--- src/rtl/chan_err_pkg.sv ---
// Shared types and constants for the channel error-injection stage.
// Holds the mode/state enums, LFSR taps and the saturating counter helper.
package chan_err_pkg;

    typedef enum logic [1:0] {
        MODE_OFF      = 2'd0,
        MODE_PERIODIC = 2'd1,
        MODE_RANDOM   = 2'd2,
        MODE_BURST    = 2'd3
    } mode_e;

    typedef enum logic {
        ST_IDLE  = 1'b0,
        ST_BURST = 1'b1
    } state_e;

    // Galois form of x^16+x^14+x^13+x^11+1 for a right-shifting register
    localparam logic [15:0] LFSR_TAPS = 16'hB400;

    localparam int unsigned CNT_W = 16;

    // Add a small increment, clamping at all ones instead of wrapping
    function automatic logic [CNT_W-1:0] sat_add(input logic [CNT_W-1:0] a,
                                                 input logic [1:0]       b);
        logic [CNT_W:0] s;
        s = {1'b0, a} + (CNT_W+1)'(b);
        return s[CNT_W] ? '1 : s[CNT_W-1:0];
    endfunction

endpackage

--- src/rtl/lfsr16.sv ---
// 16-bit Galois LFSR that steps once per enabled cycle.
// A zero seed would lock the register, so it is replaced by 16'h0001.
module lfsr16
    import chan_err_pkg::*;
(
    input  logic        clk,
    input  logic        rst,
    input  logic        clear,
    input  logic        step,
    input  logic [15:0] seed,
    output logic [15:0] q
);

    logic [15:0] r_q;
    logic [15:0] w_seed;
    logic [15:0] w_next;

    assign w_seed = (seed == 16'h0000) ? 16'h0001 : seed;
    assign w_next = r_q[0] ? ((r_q >> 1) ^ LFSR_TAPS) : (r_q >> 1);

    always_ff @(posedge clk or negedge rst) begin
        if (!rst) begin
            r_q <= w_seed;
        end else if (clear) begin
            r_q <= w_seed;
        end else if (step) begin
            r_q <= w_next;
        end
    end

    assign q = r_q;

endmodule

--- src/rtl/chan_err_inject.sv ---
// Channel-impairment stage: XORs each accepted 2-bit symbol with a mode-selected
// error mask, registers the result, and keeps saturating word/error-bit counters.
module chan_err_inject
    import chan_err_pkg::*;
#(
    parameter int unsigned N         = 4,
    parameter int unsigned WINDOW    = 256,
    parameter int unsigned BURST_LEN = 3,
    parameter logic [15:0] SEED      = 16'hACE1
) (
    input  logic        clk,
    input  logic        rst,
    input  logic        clear_i,
    input  logic [1:0]  mode_i,
    input  logic        valid_i,
    input  logic [1:0]  d_i,
    output logic        valid_o,
    output logic [1:0]  d_o,
    output logic [1:0]  err_o,
    output logic [15:0] word_ct_o,
    output logic [15:0] err_bit_ct_o
);

    localparam logic [15:0] PER_MASK   = 16'((32'd1 << N) - 32'd1);
    localparam logic [3:0]  BURST_INIT = 4'(BURST_LEN - 1);

    logic             r_valid;
    logic [1:0]       r_d;
    logic [1:0]       r_err;
    logic [CNT_W-1:0] r_word_ct;
    logic [CNT_W-1:0] r_err_bit_ct;
    state_e           r_state;
    logic [3:0]       r_burst_cnt;

    state_e      w_state_nxt;
    logic [3:0]  w_burst_cnt_nxt;
    logic [1:0]  w_mask;
    logic [1:0]  w_mask_bits;
    logic        w_accept;
    logic        w_inj_ok;
    logic        w_periodic;
    logic        w_rand_hit;
    logic [15:0] w_lfsr;
    mode_e       w_mode;

    assign w_mode      = mode_e'(mode_i);
    assign w_accept    = valid_i & ~clear_i;
    assign w_inj_ok    = (32'(r_word_ct) < WINDOW);
    assign w_periodic  = w_inj_ok && ((r_word_ct & PER_MASK) == PER_MASK);
    assign w_rand_hit  = w_inj_ok && ((w_lfsr & PER_MASK) == 16'h0000);
    assign w_mask_bits = 2'({1'b0, w_mask[1]} + {1'b0, w_mask[0]});

    lfsr16 u_lfsr (
        .clk   (clk),
        .rst   (rst),
        .clear (clear_i),
        .step  (w_accept),
        .seed  (SEED),
        .q     (w_lfsr)
    );

    // Burst FSM state register
    always_ff @(posedge clk or negedge rst) begin
        if (!rst) begin
            r_state     <= ST_IDLE;
            r_burst_cnt <= 4'd0;
        end else begin
            r_state     <= w_state_nxt;
            r_burst_cnt <= w_burst_cnt_nxt;
        end
    end

    // Burst FSM next state; idle cycles hold, a closed window truncates the burst
    always_comb begin
        w_state_nxt     = r_state;
        w_burst_cnt_nxt = r_burst_cnt;
        if (clear_i || (w_mode != MODE_BURST)) begin
            w_state_nxt = ST_IDLE;
        end else if (valid_i) begin
            case (r_state)
                ST_IDLE: begin
                    if (w_periodic && (BURST_LEN > 1)) begin
                        w_state_nxt     = ST_BURST;
                        w_burst_cnt_nxt = BURST_INIT;
                    end
                end
                ST_BURST: begin
                    if (!w_inj_ok || (r_burst_cnt <= 4'd1)) begin
                        w_state_nxt = ST_IDLE;
                    end else begin
                        w_burst_cnt_nxt = r_burst_cnt - 4'd1;
                    end
                end
                default: w_state_nxt = ST_IDLE;
            endcase
        end
    end

    // Error mask for the current word
    always_comb begin
        w_mask = 2'b00;
        if (w_accept) begin
            case (w_mode)
                MODE_PERIODIC: if (w_periodic) w_mask = 2'b01;
                MODE_RANDOM:   if (w_rand_hit) w_mask = w_lfsr[N] ? 2'b10 : 2'b01;
                MODE_BURST: begin
                    if (r_state == ST_BURST) begin
                        if (w_inj_ok) w_mask = 2'b11;
                    end else if (w_periodic) begin
                        w_mask = 2'b11;
                    end
                end
                default: w_mask = 2'b00;
            endcase
        end
    end

    // Output datapath and counters
    always_ff @(posedge clk or negedge rst) begin
        if (!rst) begin
            r_valid      <= 1'b0;
            r_d          <= 2'b00;
            r_err        <= 2'b00;
            r_word_ct    <= '0;
            r_err_bit_ct <= '0;
        end else begin
            r_valid <= valid_i;
            r_d     <= d_i ^ w_mask;
            r_err   <= w_mask;
            if (clear_i) begin
                r_word_ct    <= '0;
                r_err_bit_ct <= '0;
            end else if (w_accept) begin
                r_word_ct    <= sat_add(r_word_ct, 2'd1);
                r_err_bit_ct <= sat_add(r_err_bit_ct, w_mask_bits);
            end
        end
    end

    assign valid_o      = r_valid;
    assign d_o          = r_d;
    assign err_o        = r_err;
    assign word_ct_o    = r_word_ct;
    assign err_bit_ct_o = r_err_bit_ct;

endmodule
--- config.mk ---
export PLATFORM = sky130hd
export DESIGN_NAME = chan_err_inject
export DESIGN_NICKNAME = d
export VERILOG_FILES = /design/src/rtl/chan_err_pkg.sv /design/src/rtl/lfsr16.sv /design/src/rtl/chan_err_inject.sv
export SDC_FILE = /design/constraint.sdc
export NUM_CORES = 1
export LEC_CHECK = 0
export CAP_MARGIN = 5
export CORE_ASPECT_RATIO = 0.7
export CORE_MARGIN = 5
export CORE_UTILIZATION = 25
export DETAILED_ROUTE_END_ITERATION = 10
export PLACE_DENSITY = 0.47
export SLEW_MARGIN = 20
export SYNTH_ARGS = -nofsm -noshare
export SYNTH_HDL_FRONTEND = slang
export SYNTH_SLANG_ARGS = --single-unit
--- constraint.sdc ---
create_clock -name clk -period 9.45 [get_ports clk]
set_input_delay 0.945 -clock clk [delete_from_list [all_inputs] [get_ports clk]]
set_output_delay 0.945 -clock clk [all_outputs]
set_load 0.05 [all_outputs]
==> impl_metrics.yaml, run 1 <==
pwr:
  power_switching_w: 0.000145
  intPower_w: 0.000491
  netSwitchingFraction: 0.229
  ir_worst_vdd_uv: 100
  clockPowerShare: 0.516
  p_seq_frac: 0.413
  p_comb_frac: 0.071
  leakagePower_nw: 1.54
  powerDensity_nw_per_um2: 162
timing:
  finalClockSkew_ns: 0.00864
  grt_setup_unrepaired: "no"
  final-setup-viol-count: 0
  maxSlewViolCount: 0
  tns_ns: 0
  relSlewSlack: 0.373
  period_minus_slack_ns: 4.30
  clock.fmax_mhz: 232
  hold_viol_final: 0
  worst_pin_slew_ns: 0.932
  min_period_over_period: 0.455
route:
  firstDrtPassIters: 4
  via_count: 2544
  viasPerCell: 4.99
  route.detailed.drc: 0
  ant_nets: 0
  routedWlPerCell_um: 15.3
  routed_wl_mm: 7.82
  first_iter_violations: 177
floorplan:
  rows: 33
  start_util: 0.258
  dieArea_um2: 14600
  fp.coreArea_um2: 11900
  die_x_um: 142
  die_h_um: 102
  pin_count: 45
final_layout:
  utilization: 0.331
  multiInputGateArea_um2: 1480
  nNetsFinal: 361
  antenna_cells: 0
  register_area_um2: 1460
  area_growth_pct: 28.3
  design_area_um2: 3920
  layout-drive-gt1-share: 0.0935
  fillCellCount: 1212
setup_path:
  worstSetupStartpointType: "primary input"
  arrival_ns: 4.53
  cp_max_fo: 5
  r2r_setup_slack_ns: 5.84
  critPathKind: "primary input to flop"
  end_kind: "flop"
  worstPathRequired_ns: 9.68
logic_synthesis:
  avgSynthCellArea_um2: 9.82
  synth_flop_cell: "dfrtp_1"
  syn_inst: 311
  syn_nets: 324
  ys_types: 53
  syn_area_um2: 3060
  async_reset_ff_frac: 1.00
  yosysSeqAreaShare: 0.478
  ys_ff_latch: 58
  synth_warnings: 0
  synth_edf_count: 0
clocking:
  clockBufferDepth: 2
  cts_htree_levels: 3
  clkLatencyLatePin_ns: 0.33
  cts_setup_buffers: 0
  cts_root_buf: "clkbuf_16"
  cts_sinks: 58
  cts_hold_buf: 0
  post_cts_resized: 0
  clkTransAtPathRegs_ns: 0.05
  numCtsBuffers: 9
  cts_tree: "yes"
worst_hold_path:
  hp-class: "flop to flop"
global_route:
  grt_usage: 0.115
  grt_pass1_vias: 2433
  grt_overflow_total: 0
  grt_pass1_wl_mm: 13.2
  grt_max_degree: 59
  antenna_found_initial: 0
run_status:
  status: "complete, no violations"
placed_design:
  dpl-instance-area_um2: 3620
  hpwl_mm: 5.28
  io_buffers: 44
  gp_congestion: 0.760
run:
  max_cap_violations: 0
-- cell usage after synthesis, types with 2 or more instances --
library cell	instances	area share
nor3_1	10	0.016
a31oi_1	9	0.018
o21ai_0	3	0.0049
nor2b_1	7	0.014
a21o_1	3	0.0074
or4_1	4	0.0098
nand4_1	10	0.020
a41oi_1	4	0.011
nand3b_1	5	0.012
a311oi_1	3	0.0086
nor2_1	41	0.050
and4_1	4	0.011
a211oi_1	18	0.044
o21bai_1	4	0.0098
o21ai_1	2	0.0033
nor3b_1	2	0.0049
nand2_1	11	0.014
a211o_1	6	0.017
nand4b_1	2	0.0057
nand3_1	9	0.015
or2_1	3	0.0061
a21oi_1	11	0.018
ha_1	4	0.016
inv_1	8	0.0098
xnor2_1	3	0.0086
and3_1	8	0.016
nor4_1	7	0.014
mux2i_1	10	0.033
clkbuf_1	19	0.023
dfrtp_1	50	0.41
dfstp_2	8	0.069
xor2_1	2	0.0057
-- flip-flops by register name, summed over array words and instances, names as in the netlist --
name	count
err_o	2
d_o	2
word_ct_o	16
r_state	1
valid_o	1
u_lfsr.q	16
err_bit_ct_o	16
r_burst_cnt	4
-- power groups by stage --
stage	Combinational [W]	Sequential, W	Clock [W]
floorplan	0.0000223	0.000272	0
global placement	0.0000454	0.000267	0
detailed placement	0.0000458	0.000267	0
CTS	0.0000460	0.000263	0.000337
global route	0.0000501	0.000264	0.000348
finish	0.0000450	0.000263	0.000329
-- through the flow --
stage	hold slack [ns]	power, W	std cells	worst slack [ns]
CTS	0.488	0.000646	510	5.12
finish	0.485	0.000636	510	5.15
floorplan	0.463	0.000295	311	5.62
global route	0.525	0.000662	510	4.80
detailed placement	0.476	0.000313	494	4.82
global placement	0.475	0.000312	494	4.85
-- logic make-up after synthesis --
family	synth area share
DFF	0.478
and+or+nand+nor	0.242
muxes	0.0364
AOI/OAI and AO/OA	0.168
xor gates and xnor gates	0.0143
adders and majority gates	0.0229
buffers and inverters	0.0381
-- placed cells by master (no fill, tap or decap), drive strengths merged, types with 6 or more instances in the layout --
cell           instances
and3                   8
a21oi                 12
clkbuf                13
mux2i                 10
nand2                 11
dfrtp                 50
a211o                  6
inv                    8
nand3                  9
nand4                 10
dfstp                  8
a31oi                  9
nor3                  10
nor4                   8
nor2b                  8
clkdlybuf4s50         42
nor2                  41
a211oi                18
-- worst max-delay path: stages --
cell	delay, ns
clkdlybuf4s50_1	0.44
or4b_4	0.55
or4_4	0.44
a311oi_4	0.38
inv_1	0.10
fa_1	0.43
inv_1	0.07
ha_1	0.21
nand3_1	0.19
nor2_1	0.35
a41oi_1	0.16
a211oi_1	0.25
-- path summary, 6_finish.rpt --
path,depth (start not counted),to,startpoint
setup / recovery,12,err_bit_ct_o[10],mode_i[0]
hold / removal,1,u_lfsr.q[11],u_lfsr.q[12]
setup reg to reg,11,err_bit_ct_o[10],u_lfsr.q[0]
hold reg to reg,1,u_lfsr.q[11],u_lfsr.q[12]
max in group asynchronous,2,word_ct_o[13],rst
min in group asynchronous,2,d_o[0],rst
-- layer usage --
| layer | vias up | global-route usage | wire length [um] |
|---|---|---|---|
| li1 | 1253 | - | - |
| met1 | 1225 | 0.170 | 4040 |
| met2 | 59 | 0.151 | 3130 |
| met3 | 7 | 0.0436 | 528 |
| met4 | 0 | 0.0420 | 119 |
| met5 | - | 0 | 0 |
-- layout make-up --
class / instances / area share
Clock buffer: 13 / 0.0664
Clock inverter: 3 / 0.0102
Inverter: 8 / 0.00766
Multi-Input combinational cell: 224 / 0.377
Sequential cell: 58 / 0.373
Tap cell: 157 / 0.0501
Timing Repair Buffer: 47 / 0.116
Power figures use the tool's default switching activity.
==> inputs of run 2 (changes only) <==
--- a/config.mk
+++ b/config.mk
@@ -10,7 +10,7 @@
 export CORE_MARGIN = 5
 export CORE_UTILIZATION = 25
 export DETAILED_ROUTE_END_ITERATION = 10
-export PLACE_DENSITY = 0.47
+export PLACE_DENSITY = 0.48
 export SLEW_MARGIN = 20
 export SYNTH_ARGS = -nofsm -noshare
 export SYNTH_HDL_FRONTEND = slang
==> constraint.sdc (replaced) <==
create_clock -name clk -period 3.8 [get_ports clk]
set_input_delay 0.38 -clock clk [delete_from_list [all_inputs] [get_ports clk]]
set_output_delay 0.38 -clock clk [all_outputs]
set_load 0.05 [all_outputs]
==> run 2 against run 1 <==
Flip-flop and latch count is the same. Cell area grew 1.6%. Sequential share of layout area shrank 0.57 points. Utilization grew 0.52 points. Total power grew 140%. Register-to-register slack lost 5.5 ns. Count of clock-buffer cells in the layout grew 1. Via count grew 1.0%.
==> impl_metrics.yaml, run 2 (synthesis gave the netlist of run 1 again) <==
timing:
  period_minus_slack_ns: 3.58
  relSlewSlack: 0.408
  finalClockSkew_ns: 0.0111
  min_period_over_period: 0.942
  hold_ws_ns: 0.0732
  grt_setup_unrepaired: "no"
  hold_viol_final: 0
  tns_ns: 0
  clock.fmax_mhz: 279
  maxSlewViolCount: 0
  final-setup-viol-count: 0
  worst_pin_slew_ns: 0.880
placed_design:
  io_buffers: 44
  hpwl_mm: 5.52
  gp_congestion: 0.790
final_layout:
  layout_common_cells: "dfrtp_1, clkdlybuf4s50_1, nor2_1"
  utilization: 0.336
  register_area_um2: 1460
  fillCellCount: 1226
  mostFrequentLayoutCell: "dfrtp_1"
  layout-drive-gt1-share: 0.121
  nNetsFinal: 371
  multiInputGateArea_um2: 1480
  area_growth_pct: 30.3
  antenna_cells: 0
route:
  first_iter_violations: 133
  ant_nets: 0
  routed_wl_mm: 7.87
  route.detailed.drc: 0
  firstDrtPassIters: 4
  viasPerCell: 4.94
  via_count: 2570
  routedWlPerCell_um: 15.1
setup_path:
  crit_family: "simple AND/OR/NAND/NOR gates"
  worstPathRequired_ns: 4.03
  r2r_setup_slack_ns: 0.37
  cpMostUsedCell: "inv_1"
  critPathBufInv: 4
  crit_slowest_cell: "or4b_4"
  reg2regPathDepth: 12
  reg2reg_to: "err_bit_ct_o[8]"
  path_cells: "clkdlybuf4s50_1 > or4b_4 > or4_4 > a311oi_4 > inv_1 > fa_1 > inv_1 > ha_1 > nand4_1 > nor4_1 > buf_4 > nor3_1 > a311oi_1"
  arrival_ns: 3.81
  cp_slowest_stage_delay_ns: 0.55
  reg2reg_from: "u_lfsr.q[0]"
  end_kind: "flop"
  worstSetupStartpointType: "primary input"
  critPathKind: "primary input to flop"
  cp_max_fo: 5
floorplan:
  die_h_um: 102
  pin_count: 45
  die_x_um: 142
  rows: 33
  dieArea_um2: 14600
  start_util: 0.258
  fp.coreArea_um2: 11900
pwr:
  leakagePower_nw: 1.58
  powerDensity_nw_per_um2: 384
  ir_worst_vdd_uv: 206
global_route:
  grt_usage: 0.114
  grt_pass1_wl_mm: 13.1
  antenna_found_initial: 0
  grt_max_degree: 54
  grt_overflow_total: 0
  grt_pass1_vias: 2440
clocking:
  cts_sinks: 58
  cts_setup_buffers: 0
  cts_htree_levels: 3
  cts_tree: "yes"
  cts_root_buf: "clkbuf_16"
  cts_hold_buf: 0
  clkTransAtPathRegs_ns: 0.06
  numCtsBuffers: 9
  clockBufferDepth: 2
  clkLatencyLatePin_ns: 0.33
run:
  max_cap_violations: 0
run_status:
  status: "complete, no violations"
worst_hold_path:
  hp-class: "primary input to asynchronous set/reset pin"
==> run 2: cell count changes in the layout (fill, tap and decap cells not counted) <==
cell,change
nor2_1,-1
nor2_2,+1
buf_4,+10
bufinv_16,-1
clkbuf_8,+1
==> run 2: layer usage <==
metal / wire length (um) / GRT usage / up-vias
li1: - / - / 1265
met1: 4140 / 0.165 / 1241
met2: 3180 / 0.153 / 51
met3: 423 / 0.0422 / 13
met4: 117 / 0.0435 / 0
met5: 0 / 0 / -
==> run 2: how the worst max path moves through the flow <==
stage                 start          endpoint  slack, ns  depth (start not counted)
6_report          mode_i[0]   err_bit_ct_o[8]       0.22                         13
5_1_grt           mode_i[0]   err_bit_ct_o[8]       0.05                         13
4_1_cts           mode_i[0]  err_bit_ct_o[10]       0.18                         12
3_5_place_dp      mode_i[0]  err_bit_ct_o[10]      -0.17                         12
3_3_place_gp      mode_i[0]   err_bit_ct_o[9]      -0.03                         13
2_1_floorplan  word_ct_o[0]   err_bit_ct_o[9]       0.45                         13
==> run 2: area by class of cell <==
cell class                 count  area share
tap                          157      0.0494
sequential                    58       0.367
clock inverter                 2     0.00251
timing repair buffer          57       0.133
multi-input combinational    224       0.372
inverter                       8     0.00754
clock buffer                  14      0.0688
==> run 2: power breakdown <==
part / switching [W] / internal [W]
clock: 0.000270 / 0.000492
combinational: 0.0000720 / 0.0000422
sequential: 0.0000139 / 0.000640
total: 0.000356 / 0.00117
==> run 2: repair_timing <==
| action | 4_1_cts | 5_1_grt |
|---|---|---|
| gates resized for setup | 0 | 1 |
| setup endpoints to repair | 0 | 1 |
| endpoints found under the hold margin | 0 | 0 |
==> run 2: through the flow <==
| stage | worst slack [ns] | instances | power [W] | cell area, um2 |
|---|---|---|---|---|
| CTS | 0.185 | 520 | 0.00156 | 3980 |
| finish | 0.219 | 520 | 0.00153 | 3980 |
| detailed placement | -0.170 | 504 | 0.000781 | 3690 |
| global route | 0.0495 | 520 | 0.00160 | 3980 |
| floorplan | 0.449 | 311 | 0.000733 | 3060 |
| global placement | -0.0251 | 504 | 0.000780 | 3690 |
==> inputs of run 3 (changes only) <==
--- a/config.mk
+++ b/config.mk
@@ -11,6 +11,7 @@
 export CORE_UTILIZATION = 25
 export DETAILED_ROUTE_END_ITERATION = 10
 export PLACE_DENSITY = 0.48
+export RECOVER_POWER = 25
 export SLEW_MARGIN = 20
 export SYNTH_ARGS = -nofsm -noshare
 export SYNTH_HDL_FRONTEND = slang
==> run 3 against run 2 <==
Highest routed layer unchanged. Largest power group unchanged. Cell area shrank 0.13%. The flow now finishes with violations (max-capacitance violations, max-slew violations). Count of clock-buffer cells in the layout did not move. Utilization about the same. Combinational power barely moved. Critical endpoint unchanged. Setup slack about the same.
==> impl_metrics.yaml, run 3 (synthesis gave the netlist of run 1 again) <==
run_status:
  status: "finished, violations left"
  violations: "max-capacitance violations, max-slew violations"
run:
  max_cap_violations: 1
worst_hold_path:
  hp-class: "primary input to asynchronous set/reset pin"
final_layout:
  antenna_cells: 0
  layout-drive-gt1-share: 0.116
  utilization: 0.335
  mostFrequentLayoutCell: "dfrtp_1"
  area_growth_pct: 30.1
  final_cells: 520
  nNetsFinal: 371
  layout_common_cells: "dfrtp_1, clkdlybuf4s50_1, nor2_1"
  register_area_um2: 1460
  multiInputGateArea_um2: 1480
  fillCellCount: 1225
floorplan:
  rows: 33
  die_h_um: 102
  fp.coreArea_um2: 11900
  start_util: 0.258
  die_x_um: 142
  dieArea_um2: 14600
  pin_count: 45
setup_path:
  critPathBufInv: 4
  critPathKind: "primary input to flop"
  cpMostUsedCell: "inv_1"
  worstSetupStartpointType: "primary input"
  crit_slowest_cell: "or4b_4"
  cp_slowest_stage_delay_ns: 0.55
  crit_family: "simple AND/OR/NAND/NOR gates"
  path_cells: "clkdlybuf4s50_1 > or4b_4 > or4_4 > a311oi_4 > inv_1 > fa_1 > inv_1 > ha_1 > nand4_1 > nor4_1 > buf_4 > nor3_1 > a311oi_1"
  end_kind: "flop"
  worstPathRequired_ns: 4.03
  cp_max_fo: 5
  arrival_ns: 3.81
route:
  ant_nets: 0
  routedWlPerCell_um: 15.1
  first_iter_violations: 133
  firstDrtPassIters: 4
  viasPerCell: 4.94
  route.detailed.drc: 0
  via_count: 2568
  routed_wl_mm: 7.87
timing:
  finalClockSkew_ns: 0.0112
  worst_pin_slew_ns: 1.90
  hold_viol_final: 0
  maxSlewViolCount: 35
  tns_ns: 0
  grt_setup_unrepaired: "no"
  min_period_over_period: 0.942
  period_minus_slack_ns: 3.58
  clock.fmax_mhz: 279
  relSlewSlack: -0.264
  final-setup-viol-count: 0
clocking:
  clockBufferDepth: 2
  clkLatencyLatePin_ns: 0.33
  cts_setup_buffers: 0
  clkTransAtPathRegs_ns: 0.06
  cts_sinks: 58
  numCtsBuffers: 9
  cts_tree: "yes"
  cts_htree_levels: 3
  cts_root_buf: "clkbuf_16"
global_route:
  grt_max_degree: 54
  grt_overflow_total: 0
  grt_pass1_wl_mm: 13.1
  antenna_found_initial: 0
  grt_pass1_vias: 2440
  grt_usage: 0.114
pwr:
  powerDensity_nw_per_um2: 385
  ir_worst_vdd_uv: 206
  leakagePower_nw: 1.57
placed_design:
  gp_congestion: 0.790
  io_buffers: 44
  place_inst: 504
  hpwl_mm: 5.52
## run 3: changes by cell type in the layout (fill, tap and decap cells not counted)
cell	previous run	this run
buf_2	2	1
clkbuf_1	2	4
buf_4	13	12
## run 3: final cells by class
class,instances,share of cell area
well taps,157,0.0494
clock inverters,2,0.00252
clock buffers,14,0.0689
repair buffers,57,0.132
inverters,8,0.00755
flip-flops and latches,58,0.368
multi-input cells,224,0.372
## run 3: timing repair
action | in CTS | in global routing
gates resized for setup | 0 | 1
setup endpoints to repair | 0 | 1
hold buffers | 0 | 0
## run 3: power breakdown
group          switching, W  total, W  internal [W]
Sequential        0.0000139  0.000654      0.000640
Clock              0.000270  0.000762      0.000492
Combinational     0.0000720  0.000114     0.0000415
Total              0.000356   0.00153       0.00117
## run 3: worst paths after layout
check	start	cells past startpoint	endpoint	slack [ns]
max in group asynchronous	rst	2	err_bit_ct_o[1]	0.96
worst min-delay path	rst	1	u_lfsr.q[14]	0.40
min in group clk	u_lfsr.q[8]	1	u_lfsr.q[7]	0.50
worst max register to register	u_lfsr.q[0]	12	err_bit_ct_o[8]	0.37
worst max-delay path	mode_i[0]	13	err_bit_ct_o[8]	0.22
worst min register to register	u_lfsr.q[8]	1	u_lfsr.q[7]	0.50
## run 3: routing by layer
metal	share of wire	up-vias	wire, um	global-route usage
met5	0	-	0	0
met4	0.015	0	117	0.0435
met2	0.40	49	3180	0.153
li1	-	1265	-	-
met3	0.053	13	417	0.0422
met1	0.53	1241	4150	0.165
## run 3: per-stage QoR
| step | total power, W | area [um2] | worst slack [ns] | hold slack [ns] |
|---|---|---|---|---|
| 6_report | 0.00153 | 3980 | 0.219 | 0.404 |
| 5_1_grt | 0.00160 | 3980 | 0.0495 | 0.507 |
| 4_1_cts | 0.00156 | 3980 | 0.185 | 0.0921 |
| 3_5_place_dp | 0.000781 | 3690 | -0.170 | 0.441 |
| 3_3_place_gp | 0.000780 | 3690 | -0.0251 | 0.441 |
| 2_1_floorplan | 0.000733 | 3060 | 0.449 | 0.0844 |
